===== src/rtl/gtp_pkg.sv =====
// Shared definitions for the GTP/Aurora framers: control words, CRC seed,
// receive state encoding and the 32-bit-parallel CRC-32 step.
package gtp_pkg;

  localparam logic [31:0] HEAD_W     = 32'h0000_FFBC;
  localparam logic [31:0] END_W      = 32'h0000_FFBD;
  localparam logic [31:0] TRIG_W     = 32'h0000_FFBA;
  localparam logic [31:0] TRIG_END_W = 32'h0000_FFBB;
  localparam logic [31:0] CRC_INIT   = 32'hFFFF_FFFF;
  localparam logic [31:0] CRC_POLY   = 32'h04C1_1DB7;

  typedef enum logic [2:0] {
    S_IDLE, S_GTXID, S_LENGTH, S_DATA, S_CHECK, S_END, S_TRIG_END, S_DROP
  } gtp_state_e;

  // One 32-bit step of CRC-32 (0x04C11DB7), no reflection, data bit 31 enters
  // first. Same result as the unrolled nextCRC32_D32 XOR equations on the TX side.
  function automatic logic [31:0] nextCRC32_D32(input logic [31:0] data,
                                                input logic [31:0] crc);
    logic [31:0] r;
    logic        fb;
    r = crc;
    for (int i = 31; i >= 0; i--) begin
      fb = r[31] ^ data[i];
      r  = {r[30:0], 1'b0};
      if (fb) r = r ^ CRC_POLY;
    end
    return r;
  endfunction

endpackage


===== src/rtl/gtp_crc32_d32.sv =====
// Combinational next-CRC wrapper shared by the TX and RX framers.
module gtp_crc32_d32
  import gtp_pkg::*;
(
  input  logic [31:0] data,
  input  logic [31:0] crc,
  output logic [31:0] crc_next
);

  // single 32-bit CRC step
  always_comb crc_next = nextCRC32_D32(data, crc);

endmodule


===== src/rtl/gtp_rx.sv =====
// RX framer for the Aurora user interface: decodes data and trigger frames,
// writes payload to the packet RAM, checks CRC-32 and pulses status.
// Optional build macro RX_GTXID_FILTER_EN: silently drop frames whose GTXID
// differs from local_gtxid.
module gtp_rx
  import gtp_pkg::*;
#(
  parameter int ADDR_W  = 8,
  parameter int MAX_LEN = 255
) (
  input  logic              log_clk,
  input  logic              log_rst_q,
  input  logic [31:0]       m_axi_rx_tdata,
  input  logic              m_axi_rx_tvalid,
  input  logic              m_axi_rx_tlast,
  input  logic [31:0]       local_gtxid,
  output logic              rx_packet_wea,
  output logic [ADDR_W-1:0] rx_packet_addra,
  output logic [31:0]       rx_packet_dina,
  output logic [31:0]       rx_packet_gtxid,
  output logic [31:0]       rx_packet_head,
  output logic              rx_packet_done,
  output logic              rx_crc_err,
  output logic              rx_frame_err,
  output logic              rx_trigger,
  output logic [31:0]       crc_data
);

  gtp_state_e  state_q, state_d;
  logic [31:0] gtxid_sh;
  logic [7:0]  len_q, base_q, idx_q;
  logic        crc_ok_q;
  logic [31:0] crc_next;

  logic        wr_d, done_d, crcerr_d, ferr_d, trig_d;
  logic        gtx_ld, hdr_ld, chk_ld, crc_upd, idx_inc;
  logic [ADDR_W+8:0] addr_sum;
  logic        gtx_mismatch;
  logic [7:0]  n_w;

  gtp_crc32_d32 u_crc (
    .data     (m_axi_rx_tdata),
    .crc      (crc_data),
    .crc_next (crc_next)
  );

  assign n_w      = m_axi_rx_tdata[7:0];
  // base+idx wraps modulo 2^ADDR_W
  assign addr_sum = (ADDR_W+9)'(base_q) + (ADDR_W+9)'(idx_q);

`ifdef RX_GTXID_FILTER_EN
  assign gtx_mismatch = (gtxid_sh != local_gtxid);
`else
  assign gtx_mismatch = 1'b0;
  logic unused_gtxid;
  assign unused_gtxid = ^local_gtxid;
`endif

  // state register
  always_ff @(posedge log_clk) begin
    if (log_rst_q) state_q <= S_IDLE;
    else           state_q <= state_d;
  end

  // next-state decode and per-beat actions; only accepted beats advance
  always_comb begin
    state_d  = state_q;
    wr_d     = 1'b0;
    done_d   = 1'b0;
    crcerr_d = 1'b0;
    ferr_d   = 1'b0;
    trig_d   = 1'b0;
    gtx_ld   = 1'b0;
    hdr_ld   = 1'b0;
    chk_ld   = 1'b0;
    crc_upd  = 1'b0;
    idx_inc  = 1'b0;
    if (m_axi_rx_tvalid) begin
      case (state_q)
        S_IDLE: begin
          if (!m_axi_rx_tlast) begin
            if (m_axi_rx_tdata == HEAD_W)      state_d = S_GTXID;
            else if (m_axi_rx_tdata == TRIG_W) state_d = S_TRIG_END;
          end
        end
        S_GTXID: begin
          if (m_axi_rx_tlast) begin
            ferr_d  = 1'b1;
            state_d = S_IDLE;
          end else begin
            gtx_ld  = 1'b1;
            crc_upd = 1'b1;
            state_d = S_LENGTH;
          end
        end
        S_LENGTH: begin
          // a foreign frame is dropped silently, ahead of any length check
          if (gtx_mismatch) begin
            state_d = m_axi_rx_tlast ? S_IDLE : S_DROP;
          end else if (m_axi_rx_tlast) begin
            ferr_d  = 1'b1;
            state_d = S_IDLE;
          end else if (n_w == 8'd0 || 32'(n_w) > MAX_LEN) begin
            ferr_d  = 1'b1;
            state_d = S_DROP;
          end else begin
            hdr_ld  = 1'b1;
            crc_upd = 1'b1;
            state_d = S_DATA;
          end
        end
        S_DATA: begin
          if (m_axi_rx_tlast) begin
            ferr_d  = 1'b1;
            state_d = S_IDLE;
          end else begin
            wr_d    = 1'b1;
            crc_upd = 1'b1;
            idx_inc = 1'b1;
            if (idx_q + 8'd1 == len_q) state_d = S_CHECK;
          end
        end
        S_CHECK: begin
          if (m_axi_rx_tlast) begin
            ferr_d  = 1'b1;
            state_d = S_IDLE;
          end else begin
            chk_ld  = 1'b1;
            state_d = S_END;
          end
        end
        S_END: begin
          if (m_axi_rx_tlast && m_axi_rx_tdata == END_W) begin
            done_d   = crc_ok_q;
            crcerr_d = !crc_ok_q;
            state_d  = S_IDLE;
          end else begin
            ferr_d  = 1'b1;
            state_d = m_axi_rx_tlast ? S_IDLE : S_DROP;
          end
        end
        S_TRIG_END: begin
          if (m_axi_rx_tlast && m_axi_rx_tdata == TRIG_END_W) begin
            trig_d  = 1'b1;
            state_d = S_IDLE;
          end else begin
            ferr_d  = 1'b1;
            state_d = m_axi_rx_tlast ? S_IDLE : S_DROP;
          end
        end
        S_DROP: begin
          if (m_axi_rx_tlast) state_d = S_IDLE;
        end
        default: state_d = S_IDLE;
      endcase
    end
  end

  // CRC register: seeded while idle, stepped on covered beats
  always_ff @(posedge log_clk) begin
    if (log_rst_q || state_q == S_IDLE) crc_data <= CRC_INIT;
    else if (crc_upd)                   crc_data <= crc_next;
  end

  // frame context: shadow GTXID, length/base, word index, CRC verdict
  always_ff @(posedge log_clk) begin
    if (log_rst_q) begin
      gtxid_sh <= '0;
      len_q    <= '0;
      base_q   <= '0;
      idx_q    <= '0;
      crc_ok_q <= 1'b0;
    end else begin
      if (gtx_ld) gtxid_sh <= m_axi_rx_tdata;
      if (hdr_ld) begin
        len_q  <= n_w;
        base_q <= m_axi_rx_tdata[15:8];
        idx_q  <= '0;
      end else if (idx_inc) begin
        idx_q <= idx_q + 8'd1;
      end
      if (chk_ld) crc_ok_q <= (m_axi_rx_tdata == crc_data);
    end
  end

  // registered RAM write port, header outputs and status pulses
  always_ff @(posedge log_clk) begin
    if (log_rst_q) begin
      rx_packet_wea   <= 1'b0;
      rx_packet_addra <= '0;
      rx_packet_dina  <= '0;
      rx_packet_gtxid <= '0;
      rx_packet_head  <= '0;
      rx_packet_done  <= 1'b0;
      rx_crc_err      <= 1'b0;
      rx_frame_err    <= 1'b0;
      rx_trigger      <= 1'b0;
    end else begin
      rx_packet_wea  <= wr_d;
      rx_packet_done <= done_d;
      rx_crc_err     <= crcerr_d;
      rx_frame_err   <= ferr_d;
      rx_trigger     <= trig_d;
      if (wr_d) begin
        rx_packet_addra <= addr_sum[ADDR_W-1:0];
        rx_packet_dina  <= m_axi_rx_tdata;
      end
      if (hdr_ld) begin
        rx_packet_gtxid <= gtxid_sh;
        rx_packet_head  <= m_axi_rx_tdata;
      end
    end
  end

endmodule


===== config.mk =====
export PLATFORM = sky130hd
export DESIGN_NAME = gtp_rx
export DESIGN_NICKNAME = d
export VERILOG_FILES = /design/src/rtl/gtp_pkg.sv /design/src/rtl/gtp_crc32_d32.sv /design/src/rtl/gtp_rx.sv
export SDC_FILE = /design/constraint.sdc
export NUM_CORES = 1
export LEC_CHECK = 0
export ABC_AREA = 1
export CAP_MARGIN = 20
export CORE_MARGIN = 4
export CORE_UTILIZATION = 44
export CTS_CLUSTER_SIZE = 16
export DETAILED_ROUTE_END_ITERATION = 10
export GPL_ROUTABILITY_DRIVEN = 0
export HOLD_SLACK_MARGIN = 0.08
export PLACE_DENSITY = 0.72
export SLEW_MARGIN = 20
export SYNTH_ARGS = -nofsm -noshare
export SYNTH_HDL_FRONTEND = slang
export SYNTH_HIERARCHICAL = 1
export SYNTH_SLANG_ARGS = --single-unit

===== constraint.sdc =====
create_clock -name log_clk -period 3.1 [get_ports log_clk]
set_input_delay 0.31 -clock log_clk [delete_from_list [all_inputs] [get_ports log_clk]]
set_output_delay 0.31 -clock log_clk [all_outputs]
set_load 0.05 [all_outputs]

### Word-level counts from Yosys, hierarchy flattened

Index checks and enable logic that the tools add are counted.

* add/subtract/negate cells: 2
* eq/ne operators: 17
* multiplexer cells: 66
* bitwise operators: 68
* reductions and logical operators: 13

Operators with widths (count)
* two-way mux 27 bit: 32
* NOT 14 bit: 32
* equality test 32 x 16 -> 1 bit (second input constant): 4
* two-way mux 3 bit: 12
* equality test 32 bit: 1
* XOR 1 bit: 32
* case mux 3 bit (8 select lines): 1
* two-way mux 1 bit: 18
* equality test 3 bit (second input constant): 4
* adder 8 x 1 -> 8 bit (second input constant): 1
* adder 8 bit: 1
* equality test 8 bit: 1
* logical NOT 8 bit: 1
* equality test 3 x 2 -> 1 bit (second input constant): 2
* != test 3 bit (second input constant): 2
* OR reduction 2 bit: 3
* OR reduction 3 bit: 2
* AND reduction 5 bit: 1
* != test 2 bit (second input constant): 2
* NOT 1 bit: 4
* case mux 1 bit (4 select lines): 1
* OR reduction 4 bit: 1
* equality test 3 x 1 -> 1 bit (second input constant): 1
* logical NOT 3 bit: 1
* 5 further kinds: 6

* bits in registers: 201
* input bits: 68
* output and inout port bits: 141

### Logic depth before layout (Yosys ltp)

* word-level depth: 64
* gate-level depth with buffers: 31
* depth with buffers taken out: 31

### By module

Netlist, hierarchy kept.

By module, submodules not included
* gtp_rx: instances 1, cells an instance 1008, area each 7689.9 µm², sequential area each 3703.6 µm²
* gtp_crc32_d32: instances 1, cells an instance 921, area each 5029.8 µm², sequential area each 0.0 µm²

### Least setup slack after synthesis

Ideal clock, no wire load.

* path type: register to register
* start point: reg crc_data[31]
* end point: reg crc_data[5]
* arrival: 2.975 ns
* path slack: -0.014 ns
* cell stages (with the launch flop): 29
* cell sequence: dfxtp_1 inv_1 nand2_1 nand2_1 buf_6 nand2_1 nand3_2 nand2_4 nand2_4 nand2_1 nand2_4 nand2_8 nand2_2 nand2_4 nand2_1 nand2_2 nand2_4 nand2_8 nand2_2 nand2_4 inv_2 nand2_2 nand2_4 xnor2_1 nand2_1 nand2_1 inv_1 nand2_1 o211ai_1

* cells in the longest elaborated chain, start to end: 41
* elaborated cells on any way between the ends: 79
* those cells by class: 32 x mux; 47 x bitwise

Ends and longest elaborated chain
* from (decl): line gtp_rx.sv:26 `output logic [31:0] crc_data`
* from (signal assigned): line gtp_rx.sv:162 `else if (crc_upd) crc_data <= crc_next;`
* XOR 1 bit *: line gtp_pkg.sv:24 `fb = r[31] ^ data[i];`
* two-way mux 27 bit *: line gtp_pkg.sv:26 `if (fb) r = r ^ CRC_POLY;`
* two-way mux 27 bit or NOT 14 bit (tied branches)
* NOT 14 bit (no source line) or two-way mux 27 bit (tied branches)
* two-way mux 27 bit: line gtp_pkg.sv:26
* NOT 14 bit (no source line)
* two-way mux 27 bit: line gtp_pkg.sv:26
* two-way mux 27 bit or NOT 14 bit (tied branches)
* (+26 left out)
* NOT 14 bit (no source line), or another cell as far along
* two-way mux 27 bit or NOT 14 bit (tied branches)
* two-way mux 27 bit: line gtp_pkg.sv:26
* NOT 14 bit (no source line) or XOR 1 bit (tied branches)
* two-way mux 27 bit: line gtp_pkg.sv:26
* NOT 14 bit (no source line) or XOR 1 bit (tied branches)
* two-way mux 27 bit *: line gtp_pkg.sv:26
* named net crc_next[5]: line gtp_rx.sv:33 `logic [31:0] crc_next;`

The timed path passes the listed nets; every way through them passes the cells marked *.
A chain may end at the register's enable or synchronous reset.

### Worst setup path in the final report

* start point: reg crc_data[27]
* end point: reg crc_data[26]

* cells in the longest elaborated chain, start to end: 34
* elaborated cells on any way between the ends: 57
* those cells by class: 28 x mux; 29 x bitwise

Ends and longest elaborated chain (line)
* XOR 1 bit *: gtp_pkg.sv:24
* two-way mux 27 bit *: gtp_pkg.sv:26
* XOR 1 bit or two-way mux 27 bit (tied branches): gtp_pkg.sv:24, gtp_pkg.sv:26
* two-way mux 27 bit or NOT 14 bit (tied branches)
* two-way mux 27 bit: gtp_pkg.sv:26
* NOT 14 bit (no source line)
* two-way mux 27 bit: gtp_pkg.sv:26
* NOT 14 bit (no source line) or two-way mux 27 bit (tied branches)
* (+19 left out)
* two-way mux 27 bit: gtp_pkg.sv:26
* NOT 14 bit (no source line) or two-way mux 27 bit (tied branches)
* two-way mux 27 bit: gtp_pkg.sv:26
* two-way mux 27 bit or NOT 14 bit (tied branches)
* two-way mux 27 bit: gtp_pkg.sv:26
* NOT 14 bit (no source line) or XOR 1 bit (tied branches)
* two-way mux 27 bit *: gtp_pkg.sv:26
* named net crc_next[26]: gtp_rx.sv:33

Marked as above.

==> impl_metrics.env <==
export IMPL_synth_edff_count=0
export IMPL_start_util_pct=45.2
export IMPL_fin_ws_ns=-0.125
export IMPL_ys_seq_area_share_pct=29.1
export IMPL_hold_viol_final=0
export IMPL_period_minus_slack_ns=3.23
export IMPL_r2r_start="crc_data[27]"
export IMPL_yosys_register_bits=185
export IMPL_synth_top_area_share_pct=29.1
export IMPL_violations="setup timing"
export IMPL_cts_buffers_inserted=17
export IMPL_cts_root_buf="clkbuf_16"
export IMPL_slew_violations=0
export IMPL_core_area_um2=28200
export IMPL_cts_sinks=185
export IMPL_avgViaCountPerCell=5.50
export IMPL_hp_start="m_axi_rx_tdata[24]"
export IMPL_antenna_cells=0
export IMPL_dieArea_um2=31700
export IMPL_die_w_um=178
export IMPL_io_pins=209
export IMPL_die_height_um=178
export IMPL_grt_first_pass_wirelength_um=72600
export IMPL_leakage_nw=9.08
export IMPL_drc=0
export IMPL_ctsHoldBuffers=0
export IMPL_setup_viol=10
export IMPL_worstPathRequired_ns=3.40
export IMPL_r2r_end="crc_data[26]"
export IMPL_worst_setup_path_type="reg2reg"
export IMPL_cts_max_level=4
export IMPL_netlist_instances=1929
export IMPL_rr_worst_depth=26
export IMPL_grt_max_degree=74
export IMPL_clk_pin_slew_ns=0.07
export IMPL_synthTopCellsByCount="nand2_1 (533), nor2_1 (191), dfxtp_1 (185)"
export IMPL_detail_route_wirelength_um=50700
export IMPL_dp_hpwl_um=37600
export IMPL_rsz0062_at_grt="yes"
export IMPL_dpl_cell_count=2640
export IMPL_syn_area_um2=12700
export IMPL_cts_tree="done"
export IMPL_min_path_type="in2reg"
export IMPL_rows=61
export IMPL_ant_nets=0
export IMPL_io_buffers=176
export IMPL_grt_pass1_vias=13500
export IMPL_r2r_slack_ns=-0.13
export IMPL_drive_above_1_share_pct=29.0
export IMPL_worst_path_most_repeated_cell="nand2_2"
export IMPL_whs_path_depth=4
export IMPL_relSlewSlack_pct=46.8
export IMPL_synth_async_reset_ratio_pct=0
export IMPL_whs_endpoint="rx_packet_dina[24]"
export IMPL_ys_flop_type="dfxtp_1"
export IMPL_tightest_slew_ns=0.797
export IMPL_cap_viol_max_count=0
export IMPL_final_cells=2717
export IMPL_firstDrtPassIters=6
export IMPL_antenna_found_initial=2
export IMPL_period_share_pct=104
export IMPL_clockBufferDepth=2
export IMPL_synth_most_common_cell="nand2_1"
export IMPL_yosysUniqueCellTypes=46
export IMPL_yosysWarnings=6
export IMPL_avgSynthCellArea_um2=6.59
export IMPL_first_iter_violations=1645
export IMPL_nNetsFinal=2403
export IMPL_synthesis_nets=2006
export IMPL_setup_tns_ns=-0.558
export IMPL_clk_latency_ns=0.44
export IMPL_fmax_mhz=310
export IMPL_yosysTopAreaCell="dfxtp_1"
export IMPL_start_kind="flip-flop"
export IMPL_skew_ns=0.0111
export IMPL_syn_to_final_growth_pct=45.6
export IMPL_irDropWorstVdd_uv=1120
export IMPL_wl_per_cell_um=18.7
export IMPL_worstPathMaxFanout=7
export IMPL_p_per_area_nw_per_um2=1130
export IMPL_arrival_ns=3.53
export IMPL_slowest_stage="dfxtp_4"
export IMPL_end_kind="flip-flop"
export IMPL_routed_via_count=14900
export IMPL_gr_usage_all_layers_pct=29.2
export IMPL_cp_slowest_stage_delay_ns=0.41
export IMPL_run_status="finished, violations left"
export IMPL_grt_ovfl_total=0
export IMPL_synthTopCellsByArea="dfxtp_1 (29%), nand2_1 (16%), nand3_1 (7.2%), xor2_1 (6.9%), nor2_1 (5.6%)"
[how the worst max path moves through the flow]
stage | from | cells after the start | slack [ns] | end
finish | crc_data[27] | 26 | -0.13 | crc_data[26]
global route | crc_data[27] | 26 | -0.23 | crc_data[10]
CTS | crc_data[28] | 28 | 0.002 | crc_data[5]
detailed placement | m_axi_rx_tdata[29] | 26 | -0.65 | crc_data[26]
global placement | m_axi_rx_tdata[29] | 25 | -0.60 | crc_data[13]
floorplan | crc_data[30] | 26 | 0.01 | crc_data[5]
[metrics by stage]
| stage | instance area [µm²] | setup WS, ns | total power [mW] | util [%] | hold slack, ns |
|---|---|---|---|---|---|
| after floorplan | 12700 | 0.0125 | 11.6 | - | 0.408 |
| after detailed placement | 16300 | -0.648 | 15.7 | 58.0 | 0.450 |
| final | 18500 | -0.125 | 21.0 | 65.8 | 0.388 |
| after CTS | 17000 | 0.00242 | 18.1 | 60.5 | 0.456 |
| after global routing | 18500 | -0.227 | 22.1 | 65.8 | 0.403 |
| after global placement | 16300 | -0.602 | 15.5 | 58.0 | 0.431 |
[metal layers]
| metal | vias up | GRT usage (%) | part of all wire, % |
|---|---|---|---|
| met3 | 235 | 5.00 | 8.8 |
| met1 | 6906 | 35.7 | 37 |
| met4 | 2 | 16.7 | 7.1 |
| met5 | - | 0 | 0.034 |
| li1 | 6908 | - | - |
| met2 | 898 | 48.5 | 47 |
[worst max-delay path: cells and delay by family, from the launching register on]
family                 cells  cell delay, ns
XOR/XNOR                   1            0.24
buffers and inverters      3            0.23
flip-flops                 1            0.41
AND/OR/NAND/NOR           22            2.23
[power breakdown]
group | internal [mW] | switching [mW] | total, mW
sequential | 2.60 | 0.210 | 2.81
clock | 1.17 | 1.03 | 2.20
combinational | 6.31 | 9.68 | 16.0
[cell type report]
class                           instances  area (µm²)
Clock inverter                         13         148
Timing Repair Buffer                  436        3850
Multi-Input combinational cell       1481        9060
Fill cell                            2300        9640
Tap cell                              378         473
Inverter                              205         812
Sequential cell                       185        3740
Clock buffer                           19         443
[registers in the layout, summed over array words and instances (netlist names)]
register         cells
crc_data            32
gtxid_sh            32
rx_packet_dina      32
rx_packet_gtxid     32
rx_packet_head      18
idx_q                8
rx_packet_addra      8
base_q               7
len_q                7
state_q              3
crc_ok_q             1
rx_crc_err           1
rx_frame_err         1
rx_packet_done       1
rx_packet_wea        1
rx_trigger           1
[timing repair]
item	in CTS	in global routing
endpoints found under the setup margin	30	31
gates resized for setup	35	302
pin swaps	6	131
setup buffers	1	44
[layout by cell type, fill, tap and decap left out, types with 6 or more instances in the layout]
cell               n
nand2_1          400
buf_4            240
nor2_1           188
dfxtp_1          174
clkdlybuf4s50_1  162
inv_1            161
nand2_2          158
nand3_1          151
o21ai_0          112
xor2_1            85
nand2_4           76
a21oi_1           71
xnor2_1           54
nand3_2           40
inv_2             31
a211oi_1          21
nand4_1           17
clkbuf_16         17
buf_6             13
xor2_2            12
nand3b_1          11
xor2_4            11
inv_4             10
dfxtp_4            9
nand2_8            9
o211ai_1           8
ha_1               8
dlymetal6s2s_1     7
buf_12             7
nand3_4            7
inv_8              6
[logic make-up after synthesis]
group                      share of synthesized area [%]
AOI/OAI and AO/OA                                   9.74
buffers and inverters                               8.35
xor gates and xnor gates                            12.3
adders and majority gates                          0.944
DFF                                                 29.1
and+or+nand+nor                                     39.6
Power figures use the tool's default switching activity.
